$ cat src/rtl/stream_demux.sv
// -----------------------------------------------------------------------------
// stream_demux
//
// Purpose:
//   Routes a single valid/ready input stream onto one of N = 2**SEL_W output
//   channels. One beat is held in an output register and presented on the
//   shared out_data bus together with a one-hot out_valid. Two routing modes
//   are supported:
//     mode = 0 : every beat picks its own channel through in_sel.
//     mode = 1 : the first beat of a burst picks the channel and the burst
//                length (in_len = beats minus one). The remaining beats of the
//                burst follow that channel regardless of in_sel/in_len/mode.
//   Beats routed to a channel whose chan_en bit is low are still accepted but
//   discarded, and each one bumps a saturating drop counter.
//
// Ports:
//   clk        in   1        rising-edge clock
//   rst        in   1        synchronous active-high reset
//   in_data    in   DATA_W   input payload
//   in_valid   in   1        input beat present
//   in_ready   out  1        block accepts a beat this cycle
//   in_sel     in   SEL_W    destination channel
//   in_len     in   LEN_W    burst beats minus one
//   mode       in   1        0 = per-beat select, 1 = burst select
//   chan_en    in   N        per-channel enable mask
//   out_data   out  DATA_W   payload, shared by all channels
//   out_valid  out  N        one-hot valid, all zero when empty
//   out_ready  in   N        per-channel ready
//   busy       out  1        high while a burst is in progress
//   drop_cnt   out  CNT_W    beats dropped to disabled channels
// -----------------------------------------------------------------------------
module stream_demux #(
  parameter int DATA_W = 8,
  parameter int SEL_W  = 3,
  parameter int LEN_W  = 4,
  parameter int CNT_W  = 16,
  localparam int N     = 2 ** SEL_W
) (
  input  logic              clk,
  input  logic              rst,
  input  logic [DATA_W-1:0] in_data,
  input  logic              in_valid,
  output logic              in_ready,
  input  logic [SEL_W-1:0]  in_sel,
  input  logic [LEN_W-1:0]  in_len,
  input  logic              mode,
  input  logic [N-1:0]      chan_en,
  output logic [DATA_W-1:0] out_data,
  output logic [N-1:0]      out_valid,
  input  logic [N-1:0]      out_ready,
  output logic              busy,
  output logic [CNT_W-1:0]  drop_cnt
);

  localparam logic [0:0] ST_IDLE  = 1'b0;
  localparam logic [0:0] ST_BURST = 1'b1;

  logic [0:0]        r_state;
  logic              r_hv;
  logic [SEL_W-1:0]  r_hch;
  logic [DATA_W-1:0] r_data;
  logic [SEL_W-1:0]  r_burst_ch;
  logic [LEN_W-1:0]  r_rem;
  logic [CNT_W-1:0]  r_drop_cnt;

  logic              w_accept;
  logic              w_drain;
  logic [SEL_W-1:0]  w_dch;
  logic              w_dch_en;
  logic              w_start_burst;
  logic              w_end_burst;

  // The holding register can take a new beat when it is empty or when its
  // current beat leaves this very cycle. Reset forces ready high so the
  // upstream never sees a stall while the block is being cleared; the reset
  // branch of the sequential logic still keeps that beat from being taken.
  always_comb begin
    in_ready = rst | ~r_hv | out_ready[r_hch];
  end

  // Handshake qualifiers. A beat is only really accepted outside reset, so
  // drop counting and FSM movement are all keyed off w_accept.
  always_comb begin
    w_accept = in_valid & in_ready & ~rst;
    w_drain  = r_hv & out_ready[r_hch];
  end

  // Destination selection: inside a burst the channel latched by the first
  // beat wins and in_sel/mode are ignored; otherwise in_sel picks directly.
  always_comb begin
    w_dch = in_sel;
    if (r_state == ST_BURST) begin
      w_dch = r_burst_ch;
    end
    w_dch_en = chan_en[w_dch];
  end

  // Burst boundaries. A burst starts from IDLE on a burst-mode beat with a
  // non-zero length (zero length is just a single routed beat), and ends on
  // the beat accepted when one beat is still outstanding.
  always_comb begin
    w_start_burst = w_accept & (r_state == ST_IDLE) & mode & (in_len != '0);
    w_end_burst   = w_accept & (r_state == ST_BURST) & (r_rem == LEN_W'(1));
  end

  // Routing FSM. rem counts the beats still owed to the latched channel
  // after the one being accepted, so a burst of in_len+1 beats stays in
  // BURST for exactly in_len accepted beats.
  always_ff @(posedge clk) begin
    if (rst) begin
      r_state    <= ST_IDLE;
      r_burst_ch <= '0;
      r_rem      <= '0;
    end else begin
      if (w_start_burst) begin
        r_state    <= ST_BURST;
        r_burst_ch <= in_sel;
        r_rem      <= in_len;
      end else if (w_end_burst) begin
        r_state <= ST_IDLE;
        r_rem   <= '0;
      end else if (w_accept && (r_state == ST_BURST)) begin
        r_rem <= r_rem - LEN_W'(1);
      end
    end
  end

  // Holding register. A beat to an enabled channel loads it, which also
  // covers the drain-and-reload case at full throughput. A beat to a
  // disabled channel never touches it, so whatever is already held keeps
  // going out; if it drains in that same cycle the register empties.
  always_ff @(posedge clk) begin
    if (rst) begin
      r_hv   <= 1'b0;
      r_hch  <= '0;
      r_data <= '0;
    end else begin
      if (w_accept && w_dch_en) begin
        r_hv   <= 1'b1;
        r_hch  <= w_dch;
        r_data <= in_data;
      end else if (w_drain) begin
        r_hv <= 1'b0;
      end
    end
  end

  // Drop counter: one increment per accepted beat whose channel is
  // disabled at acceptance time, sticking at all-ones instead of wrapping.
  always_ff @(posedge clk) begin
    if (rst) begin
      r_drop_cnt <= '0;
    end else if (w_accept && !w_dch_en && (r_drop_cnt != '1)) begin
      r_drop_cnt <= r_drop_cnt + CNT_W'(1);
    end
  end

  // Output decode: a single held beat drives one bit of the one-hot valid
  // vector; the data bus is shared and simply reflects the held payload.
  always_comb begin
    out_valid = '0;
    if (r_hv) begin
      out_valid[r_hch] = 1'b1;
    end
    out_data = r_data;
    busy     = (r_state == ST_BURST);
    drop_cnt = r_drop_cnt;
  end

endmodule

$ cat config.mk
export PLATFORM = sky130hd
export DESIGN_NAME = stream_demux
export DESIGN_NICKNAME = d
export VERILOG_FILES = /design/src/rtl/stream_demux.sv
export SDC_FILE = /design/constraint.sdc
export NUM_CORES = 1
export LEC_CHECK = 0
export BUFFER_PORTS_ARGS = -buffer_cell sky130_fd_sc_hd__buf_4
export CAP_MARGIN = 20
export CORE_MARGIN = 1
export CORE_UTILIZATION = 44
export DETAILED_ROUTE_END_ITERATION = 12
export GPL_TIMING_DRIVEN = 0
export PLACE_DENSITY = 0.71
export REMOVE_ABC_BUFFERS = 1
export SLEW_MARGIN = 15
export SYNTH_ARGS = -nofsm -noshare
export SYNTH_HDL_FRONTEND = slang
export SYNTH_SLANG_ARGS = --single-unit
$ cat constraint.sdc
create_clock -name clk -period 5.2 [get_ports clk]
set_input_delay 0.52 -clock clk [delete_from_list [all_inputs] [get_ports clk]]
set_output_delay 0.52 -clock clk [all_outputs]
set_load 0.03 [all_outputs]
### Word-level counts from Yosys, hierarchy flattened

Cells that the tools add are included.

| word-level totals | value |
|---|---|
| output and inout bits | 34 |
| flip-flop bits (word level) | 36 |
| bits of input ports | 35 |
| logic and storage cells | 52 |

| cells by class | value |
|---|---|
| order comparisons | 3 |
| muxes and demuxes | 15 |
| equal/unequal tests | 2 |
| reduce and logical (&&, ||, !) cells | 10 |
| bitwise operators | 13 |
| add/sub/neg operators | 2 |

Operator list:

| operator | number |
|---|---|
| 16-bit by 1-bit adder with 16-bit output, second input constant | 1 |
| 16-bit inequality test, second input constant | 1 |
| 4-bit 2-to-1 mux | 3 |
| 1-bit AND | 8 |
| 3-bit by 4-bit < comparator with 1-bit output, second input constant | 2 |
| 8-bit 2-to-1 mux | 1 |
| 1-bit 2-to-1 mux | 7 |
| 1-bit binary-select mux with 3-bit select | 2 |
| 1-bit logical AND | 5 |
| 4-bit by 1-bit equality test with 1-bit output, second input constant | 1 |
| 2-bit nonzero test | 2 |
| 4-bit nonzero test | 1 |
| 4-bit by 1-bit subtractor with 4-bit output, second input constant | 1 |
| 1-bit demux with 3-bit select | 1 |
| 3-bit by 1-bit >= comparator with 1-bit output, second input constant | 1 |
| 3-bit 2-to-1 mux | 1 |
| 1-bit NOT | 3 |
| 3-bit nonzero test | 1 |
| 1-bit bitwise OR | 2 |
| 1-bit logical NOT | 1 |

### Depth between registers and ports, before layout

| depth | value |
|---|---|
| depth after elaboration | 9 |
| gate-level depth with buffers | 9 |
| gate-level depth less buffers | 7 |

### Least setup slack after synthesis

No wires, ideal clock.

| path | value |
|---|---|
| kind | register to register |
| start point | register r_drop_cnt[0] (netlist: drop_cnt[0]) |
| end point | register r_drop_cnt[15] (netlist: drop_cnt[15]) |
| stages on the path, launching flop included | 8 |
| clock period less this slack | 2301 ps |
| arrival time | 2180 ps |
| setup slack | 2899 ps |
| setup time | 121 ps |
| required time | 5079 ps |
| cell sequence | dfxtp_1 > ha_1 > nand3_1 > nor4_1 > nand2b_1 > and3_1 > and4_4 > mux2_4 |

| on the way | value |
|---|---|
| cells in the longest elaborated chain, start to end | 2 |

RTL lines:

| element | RTL line | text |
|---|---|---|
| from (decl) | 64 | `logic [CNT_W-1:0] r_drop_cnt;` |
| from (signal assigned) | 154 | `r_drop_cnt <= r_drop_cnt + CNT_W'(1);` |
| parallel branches: the longest is 2 deep, another holds 16-bit by 1-bit adder with 16-bit output | -- |  |

Parallel ways; which one is timed is not known.
A chain may end at the register's enable or synchronous reset.

### Final worst setup path

| path | value |
|---|---|
| start point | register r_state (netlist: busy) |
| end point | register r_drop_cnt[11] (netlist: drop_cnt[11]) |

| on the way | value |
|---|---|
| cells in the longest elaborated chain, start to end | 6 |

RTL lines:

| element | RTL line | text |
|---|---|---|
| from (decl) | 58 | `logic [0:0] r_state;` |
| from (signal assigned) | 111 | `r_state <= ST_IDLE;` |
| from (signal assigned) | 116 | `r_state <= ST_BURST;` |
| from (signal assigned) | 120 | `r_state <= ST_IDLE;` |
| 3-bit 2-to-1 mux | 92 | `if (r_state == ST_BURST) begin` |
| 1-bit binary-select mux with 3-bit select | 95 | `w_dch_en = chan_en[w_dch];` |
| 1-bit 2-to-1 mux (not written as such) | 95 |  |
| 1-bit logical NOT | 153 | `end else if (w_accept && !w_dch_en && (r_drop_cnt != '1)) begin` |
| 1-bit logical AND (2 in a row) | 153 |  |

No other way between the ends. The select of a mux whose other input is x is not followed.

==> results.md <==
- Post-cts resize count: 0
- Worst hold path startpoint: in_data[3]
- Vias in the first global route: between 1500 and 2000
- Main synth FF type: sky130_fd_sc_hd__dfxtp_1
- Vias per inst: around 5.5
- YS warnings: 0
- Distinct cells, synth: between 50 and 60
- Final Net Count: about 350
- Instance count of the mapped netlist: between 200 and 300
- Final critical delay including setup and external delays: ~2.8 ns
- Reg-to-reg critical path startpoint: busy$_SDFFE_PP0P_
- Overall Global Routing Usage: between 10% and 20%
- CP max stage cell: sky130_fd_sc_hd__dfxtp_1
- Number of setup violations in the final report: 0
- Standard-cell row count: 24
- Arr. time, crit path: 2.93 ns
- Post-synthesis share of cell area spent on and, or, nand and nor gates: between 20 and 30%
- Height of the die: 70.4 um
- Final WS setup: ~2.4 ns
- Initial antenna violation count: 0
- Routability-driven placement congestion ratio: around 0.82
- Mux contribution to synthesized area: between 9 and 10%
- Relative slew margins: between 40% and 50%
- Pin count of the biggest net entering global routing: 26
- Count of TritonRoute iterations in the first routing pass: 4
- Cell type contributing the most total cell area after synthesis: sky130_fd_sc_hd__dfxtp_1
- FMAX: 364 MHz
- Clock slew at the register clock pins of the worst setup and hold paths: around 0.07 ns
- Leading cell types by count after synthesis: sky130_fd_sc_hd__dfxtp_1, sky130_fd_sc_hd__nand2_1, sky130_fd_sc_hd__nor2_1
- Maximum net fanout on the critical path: 17
- Total via count after detailed routing: between 2000 and 2500
- Post-layout total power: just over 0.0007 W
- Worst EP required: 5.38 ns
- H-tree depth reported by CTS: 2
- Total core area: 4410 um2
- Sequential group share of total power: 42.9%
- Synthesis-stage register bit count: 36
- Post-synth EDFFs: 0
- Residual DRC count: 0
- Initial detailed-routing violation count: around 150
- Clock Power Share: between 30 and 40%
- Max-capacitance violation count: 0
- Die ar.: just under 5000 um2
- TritonCTS clock tree: yes
- CP Buf/Inv Count: 0
- Stage delay of the slowest cell on the critical path: around 0.72 ns
- Switching share of total power: a little over a quarter
- Routed length per placed instance: 13.1 um
- Finished Layout Cells: between 300 and 400
- First-pass GRT wire length: around 8.0 mm
- Fin Setup TNS: 0 ns
- CTS Buffer Depth: 2
- Critical path type: flop to flop
- Transition time at the pin with the least slew margin: 0.872 ns
- Area Growth Syn to Fin: 31.1%
- Family with the most delay on the worst path: compound AO/OA/AOI/OAI gates
- Static leakage: ~1.1 nW
- Master cell of the clock root buffer: sky130_fd_sc_hd__clkbuf_8
- Synth area leaders: sky130_fd_sc_hd__dfxtp_1, sky130_fd_sc_hd__nand2_1, sky130_fd_sc_hd__mux2i_1
- Switching Power: 0.000193 W
- Power density over the cells: roughly 270 nW/um2
- Remaining global-route overflow: 0
- Number of nets still failing antenna checks after routing: 0
- Floorplan die width: between 70 and 80 um
- Hpwl dp: approximately 3.5 mm
- Sinks on the clock net: 36
- Fraction of layout instances using a drive strength above 1: 29.1%
- Largest family of logic cells by synthesized area: simple AND/OR/NAND/NOR gates
- Adder-Cell Fraction of Synth Area: roughly 1.8%
- Area fraction of the dominant cell type after synthesis: between 30% and 40%
- Cell-internal power: approximately 0.00052 W
- Unrepaired setup endpoints after global routing: no
- Avg Synthesized Cell Area: slightly above 8 um2
- Number of diodes: 0
- Final count of hold timing violations: 0
- Hold bufs inserted after CTS: 0
- Number of top-level pins: just under 70
- Area fraction in compound gates after synthesis: about 18%
- Worst hold path type: input pin to flop
- Final period utilization: between 50% and 60%
- Placed cells: 360
- Ordered cell list for the critical path: mux2i_4, mux2i_1, a22o_1, o31ai_4, nor3_1, mux2_1
- Post-CTS setup buffers: 0
- Critical path origin: busy$_SDFFE_PP0P_
- Worst VDD drop: 0.181 mV
- Cts bufs inserted: 5
- Outcome: complete, no violations
- Post-synthesis share of cell area spent on xor and xnor gates: 0%
- Fraction of the yosys area taken by sequential cells: between 30% and 40%
- Pre-CTS setup slack: between 2 and 2.5 ns
- Logic pwr share: 19.5%
- Initial standard-cell utilization of the core: a little under half
- Count of final max-slew check failures: 0
- Clock latency on the worst-skew pair: between 0.2 and 0.3 ns
- Critical Path Start Type: flop
- Cell area after synthesis: around 2100 um2
- Final setup skew: between 0.007 and 0.008 ns
- Asr flop ratio synth: 0%
- CP endpoint kind: flop
- PortBufs: between 60 and 70
- Routed Wire Length: 4.84 mm
[registers in the layout, indices dropped and copies added (netlist names)]
register and count:
busy 1, drop_cnt 16, out_data 8, r_burst_ch 3
r_hch 3, r_hv 1, r_rem 4
[worst register-to-register path: cells and delay by family, from the launching register on]
kind | cells | cell delay [ns]
compound gates | 2 | 0.95
mux | 3 | 0.84
flops | 1 | 0.72
simple gates | 1 | 0.13
[metrics by stage]
stage	hold WS [ns]	cell area [um2]	utilization, %
3_3_place_gp	0.445	2550	57.8
2_1_floorplan	0.468	1980	-
6_report	0.423	2700	61.1
3_5_place_dp	0.465	2570	58.3
5_1_grt	0.432	2700	61.1
4_1_cts	0.417	2700	61.1
[cells by family after synthesis]
kind of cell | after synthesis
AO/OA/AOI/OAI | 53
adder cells (fa/ha/maj) | 3
buffers and inverters | 22
flip-flops | 36
multiplexers | 17
AND/OR/NAND/NOR | 121
[cell type report]
type                       instances  area (um2)
fill                             414        1720
multi-input combinational        194        1230
sequential                        36         721
timing repair buffer              69         522
clock buffer                       7        96.3
tap                               52        65.1
inverter                           9        33.8
clock inverter                     1        30.0
[worst paths after layout]
check	slack, ns	to	cells past startpoint
min reg2reg	0.46	out_data[6]$_SDFFE_PP0P_	2
max	2.45	drop_cnt[11]$_SDFFE_PP0P_	6
max reg2reg	2.45	drop_cnt[11]$_SDFFE_PP0P_	6
min	0.42	out_data[3]$_SDFFE_PP0P_	3
[layer usage]
metal / vias to the layer above / wire [um] / GRT usage (%)
met5: - / 0 / 0
met4: 0 / 61 / 6.00
met3: 6 / 327 / 6.06
li1: 1020 / - / -
met2: 64 / 2170 / 32.2
met1: 933 / 2280 / 25.4
[power by group through the flow]
stage / Sequential (W) / Combinational [W] / Clock [W]
after CTS: 0.000307 / 0.000141 / 0.000275
after detailed placement: 0.000313 / 0.000140 / 0
after global placement: 0.000313 / 0.000136 / 0
after floorplan: 0.000325 / 0.0000711 / 0
final: 0.000307 / 0.000140 / 0.000269
after global routing: 0.000309 / 0.000153 / 0.000286
[placed cells by master (no fill, tap or decap), types with 2 or more instances in the layout]
cell type,synthesis,routed
sky130_fd_sc_hd__buf_4,1,68
sky130_fd_sc_hd__nand2_1,36,36
sky130_fd_sc_hd__dfxtp_1,36,36
sky130_fd_sc_hd__nor2_1,24,24
sky130_fd_sc_hd__nand3_1,14,14
sky130_fd_sc_hd__o21ai_0,14,14
sky130_fd_sc_hd__a21oi_1,12,12
sky130_fd_sc_hd__mux2i_1,10,10
sky130_fd_sc_hd__inv_1,8,8
sky130_fd_sc_hd__nor2b_1,8,8
sky130_fd_sc_hd__nand2b_1,7,7
sky130_fd_sc_hd__clkbuf_8,0,7
sky130_fd_sc_hd__nor3_1,6,6
sky130_fd_sc_hd__or4_1,5,5
sky130_fd_sc_hd__o31ai_1,5,5
sky130_fd_sc_hd__and3_1,4,4
sky130_fd_sc_hd__nand4_1,3,3
sky130_fd_sc_hd__o21ai_1,3,3
sky130_fd_sc_hd__ha_1,3,3
sky130_fd_sc_hd__or2_2,2,2
sky130_fd_sc_hd__a22o_1,2,2
sky130_fd_sc_hd__nor4b_1,2,2
sky130_fd_sc_hd__a32oi_1,2,2
sky130_fd_sc_hd__nand3b_1,2,2
sky130_fd_sc_hd__or3_1,2,2
sky130_fd_sc_hd__a31o_2,2,2
sky130_fd_sc_hd__mux2_2,2,2
sky130_fd_sc_hd__a211oi_1,2,2
sky130_fd_sc_hd__mux2_1,2,2
Note: power is estimated with default switching activity, not from simulation.
